`src/rtl/aclk_pkg.sv`:
```
// -----------------------------------------------------------------------------
// aclk_pkg
// Shared types and helpers for the multi-alarm BCD real-time clock.
//   bcd_hm_t      : HH:MM in BCD (h1 is 2 bits, the other digits 4 bits)
//   bcd_hms_t     : HH:MM:SS in BCD
//   alarm_state_e : per-channel alarm state
//   hm_valid()    : checks that a loaded HH:MM is a legal BCD time (<= 23:59)
//   hm_add_min()  : HH:MM + n minutes, wrapping at 24h (snooze deadline)
// -----------------------------------------------------------------------------
package aclk_pkg;

    typedef struct packed {
        logic [1:0] h1;
        logic [3:0] h0;
        logic [3:0] m1;
        logic [3:0] m0;
    } bcd_hm_t;

    typedef struct packed {
        bcd_hm_t    hm;
        logic [3:0] s1;
        logic [3:0] s0;
    } bcd_hms_t;

    typedef enum logic [1:0] {
        IDLE    = 2'd0,
        RINGING = 2'd1,
        SNOOZED = 2'd2
    } alarm_state_e;

    localparam int HM_W = $bits(bcd_hm_t);

    function automatic logic hm_valid(input bcd_hm_t t);
        return (t.h1 <= 2'd2) && (t.h0 <= 4'd9) &&
               (t.m1 <= 4'd5) && (t.m0 <= 4'd9) &&
               ((t.h1 != 2'd2) || (t.h0 <= 4'd3));
    endfunction

    // Only called with a constant minute count, so the divides fold into
    // small constant-divisor logic.
    function automatic bcd_hm_t hm_add_min(input bcd_hm_t t, input int unsigned mins);
        int unsigned h;
        int unsigned m;
        bcd_hm_t     r;
        m = 32'(t.m1) * 32'd10 + 32'(t.m0) + mins;
        h = 32'(t.h1) * 32'd10 + 32'(t.h0);
        h = (h + m / 32'd60) % 32'd24;
        m = m % 32'd60;
        r.h1 = 2'(h / 32'd10);
        r.h0 = 4'(h % 32'd10);
        r.m1 = 4'(m / 32'd10);
        r.m0 = 4'(m % 32'd10);
        return r;
    endfunction

endpackage

```
`src/rtl/aclk_alarm_chan.sv`:
```
// -----------------------------------------------------------------------------
// aclk_alarm_chan
// One alarm channel: alarm HH:MM register, ringing FSM and (optionally) the
// snooze deadline.
// Optional feature macro: ACLK_SNOOZE_EN (adds SNOOZED state + deadline reg).
// Ports:
//   clk, reset_n : clock, async active-low reset
//   wr, wr_hm    : write alarm register (already validated by the top)
//   al_on, stop  : arm enable / stop for this channel
//   snooze       : snooze request (unused without ACLK_SNOOZE_EN)
//   min_edge     : this edge advances the time onto a new minute (SS=00)
//   next_hm      : HH:MM the time becomes on this edge
//   cur_hm       : HH:MM currently displayed
//   alarm        : registered ringing flag
// -----------------------------------------------------------------------------
module aclk_alarm_chan
    import aclk_pkg::*;
#(
    parameter int SNOOZE_MIN = 5
) (
    input  logic            clk,
    input  logic            reset_n,
    input  logic            wr,
    input  logic [HM_W-1:0] wr_hm,
    input  logic            al_on,
    input  logic            stop,
    input  logic            snooze,
    input  logic            min_edge,
    input  logic [HM_W-1:0] next_hm,
    input  logic [HM_W-1:0] cur_hm,
    output logic            alarm
);

    bcd_hm_t      alarm_hm;
    alarm_state_e state;
    logic         hit;

    // Match only on a tick-driven rollover into alarm_hm:00, never on a load.
    assign hit = min_edge && (bcd_hm_t'(next_hm) == alarm_hm) && al_on;

`ifdef ACLK_SNOOZE_EN
    bcd_hm_t deadline;
    logic    wake;

    assign wake = min_edge && (bcd_hm_t'(next_hm) == deadline);

    always_ff @(posedge clk or negedge reset_n) begin
        if (!reset_n) begin
            state    <= IDLE;
            alarm    <= 1'b0;
            alarm_hm <= '0;
            deadline <= '0;
        end else begin
            if (wr)
                alarm_hm <= bcd_hm_t'(wr_hm);
            case (state)
                IDLE: begin
                    if (hit && !stop) begin
                        state <= RINGING;
                        alarm <= 1'b1;
                    end
                end
                RINGING: begin
                    if (stop || !al_on) begin
                        state <= IDLE;
                        alarm <= 1'b0;
                    end else if (snooze) begin
                        state    <= SNOOZED;
                        alarm    <= 1'b0;
                        deadline <= hm_add_min(bcd_hm_t'(cur_hm), SNOOZE_MIN);
                    end
                end
                SNOOZED: begin
                    if (stop || !al_on) begin
                        state <= IDLE;
                    end else if (wake) begin
                        state <= RINGING;
                        alarm <= 1'b1;
                    end
                end
                default: begin
                    state <= IDLE;
                    alarm <= 1'b0;
                end
            endcase
        end
    end
`else
    logic unused_ok;
    assign unused_ok = ^{snooze, cur_hm};

    always_ff @(posedge clk or negedge reset_n) begin
        if (!reset_n) begin
            state    <= IDLE;
            alarm    <= 1'b0;
            alarm_hm <= '0;
        end else begin
            if (wr)
                alarm_hm <= bcd_hm_t'(wr_hm);
            case (state)
                IDLE: begin
                    if (hit && !stop) begin
                        state <= RINGING;
                        alarm <= 1'b1;
                    end
                end
                RINGING: begin
                    if (stop || !al_on) begin
                        state <= IDLE;
                        alarm <= 1'b0;
                    end
                end
                default: begin
                    state <= IDLE;
                    alarm <= 1'b0;
                end
            endcase
        end
    end
`endif

endmodule

```
`src/rtl/aclk_rtc_multi_alarm.sv`:
```
// -----------------------------------------------------------------------------
// aclk_rtc_multi_alarm
// BCD HH:MM:SS real-time clock with a CLK_DIV prescaler and N_ALARMS
// independently armed alarm channels.
// Optional feature macro: ACLK_SNOOZE_EN (per-channel snooze).
// Ports:
//   clk, reset_n                 : system clock, async active-low reset
//   H_in1/H_in0/M_in1/M_in0      : BCD HH:MM for LD_time / LD_alarm
//   LD_time, LD_alarm, alarm_sel : load clock / load alarm[alarm_sel]
//   AL_ON, STOP_al, snooze       : per-channel arm / stop / snooze
//   H_out*, M_out*, S_out*       : registered current time
//   Alarm                        : per-channel ringing flag
//   ld_err                       : one-cycle pulse on a rejected load
// -----------------------------------------------------------------------------
module aclk_rtc_multi_alarm
    import aclk_pkg::*;
#(
    parameter  int CLK_DIV    = 10,
    parameter  int N_ALARMS   = 2,
    parameter  int SNOOZE_MIN = 5,
    localparam int SEL_W      = (N_ALARMS > 1) ? $clog2(N_ALARMS) : 1
) (
    input  logic                clk,
    input  logic                reset_n,
    input  logic [1:0]          H_in1,
    input  logic [3:0]          H_in0,
    input  logic [3:0]          M_in1,
    input  logic [3:0]          M_in0,
    input  logic                LD_time,
    input  logic                LD_alarm,
    input  logic [SEL_W-1:0]    alarm_sel,
    input  logic [N_ALARMS-1:0] AL_ON,
    input  logic [N_ALARMS-1:0] STOP_al,
    input  logic [N_ALARMS-1:0] snooze,
    output logic [1:0]          H_out1,
    output logic [3:0]          H_out0,
    output logic [3:0]          M_out1,
    output logic [3:0]          M_out0,
    output logic [3:0]          S_out1,
    output logic [3:0]          S_out0,
    output logic [N_ALARMS-1:0] Alarm,
    output logic                ld_err
);

    localparam int             PW   = (CLK_DIV > 1) ? $clog2(CLK_DIV) : 1;
    localparam logic [PW-1:0]  PMAX = PW'(CLK_DIV - 1);
    localparam logic [SEL_W:0] NSEL = (SEL_W + 1)'(N_ALARMS);

    logic [PW-1:0] presc;
    bcd_hms_t      cur;
    bcd_hms_t      nxt;
    bcd_hm_t       in_hm;
    logic          in_ok;
    logic          sel_ok;
    logic          time_ok;
    logic          tick;
    logic          adv;
    logic          min_edge;

    assign in_hm   = '{h1: H_in1, h0: H_in0, m1: M_in1, m0: M_in0};
    assign in_ok   = hm_valid(in_hm);
    assign sel_ok  = {1'b0, alarm_sel} < NSEL;
    assign time_ok = LD_time && in_ok;
    assign tick    = (presc == PMAX);
    // A valid time load wins over a coincident tick.
    assign adv      = tick && !time_ok;
    assign min_edge = adv && (cur.s1 == 4'd5) && (cur.s0 == 4'd9);

    // Time + 1 s with BCD carries; loads are validated, so digits stay BCD.
    always_comb begin
        nxt = cur;
        if (cur.s0 != 4'd9) begin
            nxt.s0 = cur.s0 + 4'd1;
        end else begin
            nxt.s0 = 4'd0;
            if (cur.s1 != 4'd5) begin
                nxt.s1 = cur.s1 + 4'd1;
            end else begin
                nxt.s1 = 4'd0;
                if (cur.hm.m0 != 4'd9) begin
                    nxt.hm.m0 = cur.hm.m0 + 4'd1;
                end else begin
                    nxt.hm.m0 = 4'd0;
                    if (cur.hm.m1 != 4'd5) begin
                        nxt.hm.m1 = cur.hm.m1 + 4'd1;
                    end else begin
                        nxt.hm.m1 = 4'd0;
                        if (cur.hm.h1 == 2'd2 && cur.hm.h0 == 4'd3) begin
                            nxt.hm.h1 = 2'd0;
                            nxt.hm.h0 = 4'd0;
                        end else if (cur.hm.h0 == 4'd9) begin
                            nxt.hm.h0 = 4'd0;
                            nxt.hm.h1 = cur.hm.h1 + 2'd1;
                        end else begin
                            nxt.hm.h0 = cur.hm.h0 + 4'd1;
                        end
                    end
                end
            end
        end
    end

    always_ff @(posedge clk or negedge reset_n) begin
        if (!reset_n) begin
            presc  <= '0;
            cur    <= '0;
            ld_err <= 1'b0;
        end else begin
            ld_err <= (LD_time && !in_ok) || (LD_alarm && (!in_ok || !sel_ok));
            if (time_ok) begin
                cur.hm <= in_hm;
                cur.s1 <= 4'd0;
                cur.s0 <= 4'd0;
                presc  <= '0;
            end else begin
                presc <= tick ? '0 : presc + PW'(1);
                if (tick)
                    cur <= nxt;
            end
        end
    end

    assign H_out1 = cur.hm.h1;
    assign H_out0 = cur.hm.h0;
    assign M_out1 = cur.hm.m1;
    assign M_out0 = cur.hm.m0;
    assign S_out1 = cur.s1;
    assign S_out0 = cur.s0;

    for (genvar i = 0; i < N_ALARMS; i++) begin : g_chan
        logic wr;
        assign wr = LD_alarm && in_ok && sel_ok && (alarm_sel == SEL_W'(i));

        aclk_alarm_chan #(
            .SNOOZE_MIN (SNOOZE_MIN)
        ) u_chan (
            .clk      (clk),
            .reset_n  (reset_n),
            .wr       (wr),
            .wr_hm    (in_hm),
            .al_on    (AL_ON[i]),
            .stop     (STOP_al[i]),
            .snooze   (snooze[i]),
            .min_edge (min_edge),
            .next_hm  (nxt.hm),
            .cur_hm   (cur.hm),
            .alarm    (Alarm[i])
        );
    end

endmodule

```
`config.mk`:
```
export PLATFORM = sky130hd
export DESIGN_NAME = aclk_rtc_multi_alarm
export DESIGN_NICKNAME = d
export VERILOG_FILES = /design/src/rtl/aclk_pkg.sv /design/src/rtl/aclk_alarm_chan.sv /design/src/rtl/aclk_rtc_multi_alarm.sv
export SDC_FILE = /design/constraint.sdc
export NUM_CORES = 1
export LEC_CHECK = 0
export CAP_MARGIN = 25
export CORE_UTILIZATION = 50
export DETAILED_ROUTE_END_ITERATION = 16
export PLACE_DENSITY = 0.74
export SKIP_LAST_GASP = 1
export SYNTH_ARGS = -nofsm -noshare
export SYNTH_HDL_FRONTEND = slang
export SYNTH_SLANG_ARGS = --single-unit
```
`constraint.sdc`:
```
create_clock -name clk -period 8.04 [get_ports clk]
set_clock_uncertainty 0.2 [all_clocks]
set_input_delay 1.608 -clock clk [delete_from_list [all_inputs] [get_ports clk]]
set_output_delay 1.608 -clock clk [all_outputs]
set_load 0.05 [all_outputs]
```
==> results of run 1 <==
-- power groups by stage --
stage	logic [mW]	registers (mW)	clock network, mW
2_1_floorplan	0.308	0.588	0
3_3_place_gp	0.581	0.481	0
3_5_place_dp	0.592	0.486	0
4_1_cts	0.595	0.481	0.273
5_1_grt	0.641	0.499	0.286
6_report	0.594	0.482	0.269
-- area by class of cell --
class                           instances  area [µm²]
Inverter                               11        41.3
Timing Repair Buffer                   51         495
Clock buffer                           12         155
Sequential cell                        57        1430
Multi-Input combinational cell        279        2000
Clock inverter                          3        40.0
Tap cell                               96         120
Fill cell                             570        2560
-- metrics by stage --
step	hold WS, ns	cell area (µm²)
after detailed placement	0.279	4080
after global placement	0.290	4080
after CTS	0.305	4280
final	0.304	4280
after floorplan	0.257	3550
after global routing	0.327	4280
-- critical path: cells and delay by family --
family / cells / cell delay [ns]
buffers and inverters: 2 / 0.84
AOI/OAI and AO/OA: 4 / 0.81
and+or+nand+nor: 3 / 0.60
-- synth_stat cells (10+ instances only) --
library cell,number
dfrtp_1,57
nor2_1,32
a21oi_1,26
mux2_2,26
o21ai_0,26
nand2_1,25
nor3_1,14
ha_1,13
xnor2_1,13
xor2_1,13
nand3_1,12
inv_1,11
clkbuf_1,10
-- flip-flops by register name (all words and copies together) (netlist names) --
signal / count
M_out0: 4
S_out0: 4
presc: 4
g_chan.u_chan.alarm_hm: 28
S_out1: 4
g_chan.u_chan.alarm: 2
H_out1: 2
ld_err: 1
M_out1: 4
H_out0: 4
-- cells by family after synthesis --
kind of cell	after synthesis	share of synthesized area (%)
AO/OA/AOI/OAI	81	14.4
buffers and inverters	28	3.77
flip-flops	57	40.2
multiplexers	35	10.9
XOR/XNOR	26	6.41
AND/OR/NAND/NOR	124	19.8
adder cells (fa/ha/maj)	13	4.58
-- per-layer routing --
metal	vias up	GRT usage (%)	routed length, µm
met2	79	39.0	3930
met1	1403	32.9	3870
met4	0	8.64	108
met5	-	0	0
li1	1397	-	-
met3	10	3.52	327
-- worst min path at each step --
stage / to / slack (ns) / depth (start not counted)
after floorplan: g_chan[1].u_chan.alarm / 0.26 / 1
after global placement: g_chan[1].u_chan.alarm / 0.29 / 1
after detailed placement: g_chan[1].u_chan.alarm / 0.28 / 1
after CTS: g_chan[1].u_chan.alarm / 0.30 / 1
after global routing: g_chan[1].u_chan.alarm / 0.33 / 1
final: g_chan[1].u_chan.alarm / 0.30 / 1
==> results.cfg, run 1 <==
[outcome]
status = completed

[power_and_ir_drop]
switching_share_pct = 42.5
powerDensity_nw_per_um2 = 315
seq_power_share_pct = 35.8
power.net_switching_mw = 0.572
power.total_mw = 1.35
vdd_ir_drop_max_mv = 0.128
p_clk_share_pct = 20.0
p_comb_share_pct = 44.1
intPower_mw = 0.774
p_leak_nw = 1.82

[synth]
ys_async_sr_fraction_pct = 100
ys_seq_area_share_pct = 40.2
ys_seq_elements = 57
ys_types = 59
synth_area_um2 = 3550
synth_top_cell_area_share_pct = 40.2
synthTopCellsByArea = dfrtp_1, mux2_2, ha_1
yosysTopAreaCell = dfrtp_1
syn_inst = 364
ys_warn_count = 0
synthFlopType = dfrtp_1
syn_avg_cell_area_um2 = 9.76
synth_fp_nets = 402
synth_enable_flop_cells = 0

[place]
dp.cells = 494
place_hpwl_um = 5880
port-buffer-count = 47
pre_cts_ws_ns = 3.95
gp_congestion = 0.841

[critical_path]
rr_startpoint = M_out0[0]
cp-start-kind = primary input
reg2reg_to = g_chan[0].u_chan.alarm
cp-endpoint = g_chan[1].u_chan.alarm
critPathMaxFanout = 41
cp_slowest_stage_delay_ns = 0.58
crit_chain = clkdlybuf4s50_1, o21a_1, o32a_1, nor3b_2, buf_4, a211o_1, nor4_1, nand4_1, o2bb2ai_1
r2r_cells = 8
cp-startpoint = H_in0[2]
arrival_ns = 3.87
crit_slowest_cell = clkdlybuf4s50_1
cp.required_ns = 8.10
path_class = in -> reg
end_kind = register
regToRegSetupSlack_ns = 4.71

[die]
rows = 30
ioPinCount = 50
fp.dieArea_um2 = 7450
core_um2 = 6830
die_w_um = 86.3
initial_core_util_pct = 52.0
fp.dieH_um = 86.3

[global_route]
grt_pass1_wl_um = 13600
antenna_found_initial = 0
grt_max_degree = 58
grt.total_usage_pct = 24.0
grt_pass1_vias = 2762
grt_overflow = 0

[cts]
cts_hold_buf = 0
cts.reportedPaths.clkPinSlew_ns = 0.06
clockBufferDepth = 2
cts_buffers = 9
cts_resized = 0
cts_tree = done
post_cts_buffers = 0
cts-htree-levels = 3
clock_latency_ns = 0.34
cts_root_buf = clkbuf_8
clock-sinks = 57

[sta]
relSlewSlack_pct = 50.7
period_needed_ns = 3.81
finalMaxSlewViolations = 0
layout_setup_ws_ns = 4.23
clock.fmax_mhz = 262
rsz0062_at_grt = false
setup_viol = 0
worst_pin_slew_ns = 0.740
finalCritPeriodShare_pct = 47.4
tns_ns = 0
hold_violations = 0

[layout]
layout_common_cells = dfrtp_1, clkdlybuf4s50_1, nor2_1
area_growth_pct = 20.4
final_common_cell = dfrtp_1
utilization_pct = 62.6
diodes = 0
stdcell_count = 509
drive_gt1_share_pct = 15.0
nets = 447

[detailed_routing]
num_vias = 2889
routed_via_density = 5.68
dr.pass1.iters = 4
wl_um = 8230
drt-wirelength-per-cell_um = 16.2
ant_nets = 0
post-route-drc-count = 0
drt_iter0_drc = 214

[hold_path]
min_from = g_chan[1].u_chan.alarm
hp-class = reg -> reg

[flow_run]
cap_violations = 0
(Power assumes the default switching activity.)
==> inputs of run 2 (changes only) <==
--- a/config.mk
+++ b/config.mk
@@ -8,7 +8,7 @@
 export CAP_MARGIN = 25
 export CORE_UTILIZATION = 50
 export DETAILED_ROUTE_END_ITERATION = 16
-export PLACE_DENSITY = 0.74
+export PLACE_DENSITY = 0.77
 export SKIP_LAST_GASP = 1
 export SYNTH_ARGS = -nofsm -noshare
 export SYNTH_HDL_FRONTEND = slang
==> constraint.sdc (replaced) <==
create_clock -name clk -period 3.5 [get_ports clk]
set_clock_uncertainty 0.2 [all_clocks]
set_input_delay 0.7 -clock clk [delete_from_list [all_inputs] [get_ports clk]]
set_output_delay 0.7 -clock clk [all_outputs]
set_load 0.05 [all_outputs]
==> run 2 against run 1 <==
Register-to-register slack got worse by 4.4 ns. Via count rose by 1.8%. Global-route usage rose by 0.50 points. Core utilization rose by 1.0 points. Sequential power rose by 130%. Sequential share of layout area fell by 0.54 points. Combinational power rose by 130%. Critical path type is now reg -> reg.
==> results.cfg, run 2 (synthesis results as in run 1) <==
[outcome]
status = completed

[detailed_routing]
num_vias = 2942
post-route-drc-count = 0
ant_nets = 0
drt-wirelength-per-cell_um = 16.5
dr.pass1.iters = 4
routed_via_density = 5.72
wl_um = 8490
drt_iter0_drc = 235

[cts]
clockBufferDepth = 2
cts-htree-levels = 3
cts.reportedPaths.clkPinSlew_ns = 0.07
cts_tree = done
cts_resized = 0
clock_latency_ns = 0.34
post_cts_buffers = 0
cts_hold_buf = 0
clock-sinks = 57
cts_buffers = 9
cts_root_buf = clkbuf_8

[critical_path]
end_kind = register
path_class = reg -> reg
cp-start-kind = register
regToRegSetupSlack_ns = 0.36
rr_startpoint = M_out0[0]
cp.required_ns = 3.58
reg2reg_to = g_chan[0].u_chan.alarm
r2r_cells = 8
critPathMaxFanout = 11
arrival_ns = 3.22

[power_and_ir_drop]
intPower_mw = 1.89
power.net_switching_mw = 1.34
p_leak_nw = 1.85
switching_share_pct = 41.5
powerDensity_nw_per_um2 = 745
p_clk_share_pct = 23.2
seq_power_share_pct = 34.6
p_comb_share_pct = 42.2
vdd_ir_drop_max_mv = 0.292

[die]
initial_core_util_pct = 52.0
ioPinCount = 50
fp.dieH_um = 86.3
core_um2 = 6830
rows = 30
die_w_um = 86.3
fp.dieArea_um2 = 7450

[layout]
layout_common_cells = dfrtp_1, clkdlybuf4s50_1, nor2_1
nets = 451
area_growth_pct = 22.3
largest_reg_flops = 28
top_register = g_chan.u_chan.alarm_hm
final_common_cell = dfrtp_1
drive_gt1_share_pct = 15.8
diodes = 0

[global_route]
grt_overflow = 0
grtUsageMet1_pct = 32.5
top_usage_layer = met2
grt_pass1_wl_um = 13700
grt.total_usage_pct = 24.5
antenna_found_initial = 0
use_met2_pct = 39.2
grt_pass1_vias = 2773
grt_max_degree = 45
grt_util_met3_pct = 6.19

[place]
pre_cts_ws_ns = 0.414
port-buffer-count = 47
gp_congestion = 0.885
place_hpwl_um = 6110

[sta]
finalMaxSlewViolations = 0
clock.fmax_mhz = 318
rsz0062_at_grt = false
relSlewSlack_pct = 56.7
period_needed_ns = 3.14
layout_setup_ws_ns = 0.360
tns_ns = 0
setup_viol = 0
worst_pin_slew_ns = 0.644
hold_violations = 0
finalCritPeriodShare_pct = 89.7

[flow_run]
cap_violations = 0

[hold_path]
hp-class = in -> async
run 2: cell types whose count changed in the layout (fill, tap and decap cells not counted):
cell | previous run | this run
buf_4 | 4 | 8
bufinv_16 | 1 | 3
clkbuf_8 | 11 | 9
clkbuf_1 | 1 | 2
clkinv_2 | 2 | 1
clkinv_4 | 0 | 1
run 2: worst max path at each step:
stage | start | to | slack [ns]
final | M_out0[0] | g_chan[0].u_chan.alarm | 0.36
after detailed placement | M_out0[0] | g_chan[0].u_chan.alarm | 0.41
after CTS | M_out0[0] | g_chan[0].u_chan.alarm | 0.39
after global routing | M_out0[0] | g_chan[0].u_chan.alarm | 0.22
after floorplan | M_out0[0] | g_chan[0].u_chan.alarm | 0.43
after global placement | M_out1[0] | g_chan[0].u_chan.alarm | 0.45
run 2: area by class of cell:
type,instances,area [µm²]
multi-input cells,279,2000
inverters,11,41.3
fillers,577,2490
well taps,96,120
flip-flops and latches,57,1430
clock inverters,5,104
repair buffers,55,526
clock buffers,11,131
run 2: metal layers:
metal	vias up	wire length (µm)
met5	-	0
met4	0	142
met2	77	4020
met1	1430	3970
met3	14	360
li1	1421	-
run 2: critical path: stages (launching register included):
cell       delay (ns)
dfrtp_1          0.52
ha_1             0.30
and3b_1          0.34
nand4_1          0.28
o31a_2           0.46
xor2_1           0.16
o2111ai_1        0.11
or4_1            0.56
o21ai_1          0.14
run 2: power groups by stage:
stage                     clock network [mW]  logic (mW)  registers, mW
final                                  0.751        1.37           1.12
after global routing                   0.789        1.47           1.16
after CTS                              0.754        1.37           1.12
after detailed placement                   0        1.36           1.13
after global placement                     0        1.33           1.11
after floorplan                            0       0.707           1.35
run 2: through the flow:
stage          hold WS (ns)  instance area, µm²  util (%)  cells  power [mW]
5_1_grt              0.0449                4350      63.6    514        3.41
3_5_place_dp          0.300                4110      60.2    498        2.49
4_1_cts              0.0400                4350      63.6    514        3.24
6_report             0.0354                4350      63.6    514        3.24
3_3_place_gp          0.290                4110      60.2    498        2.44
2_1_floorplan         0.204                3550         -    364        2.06
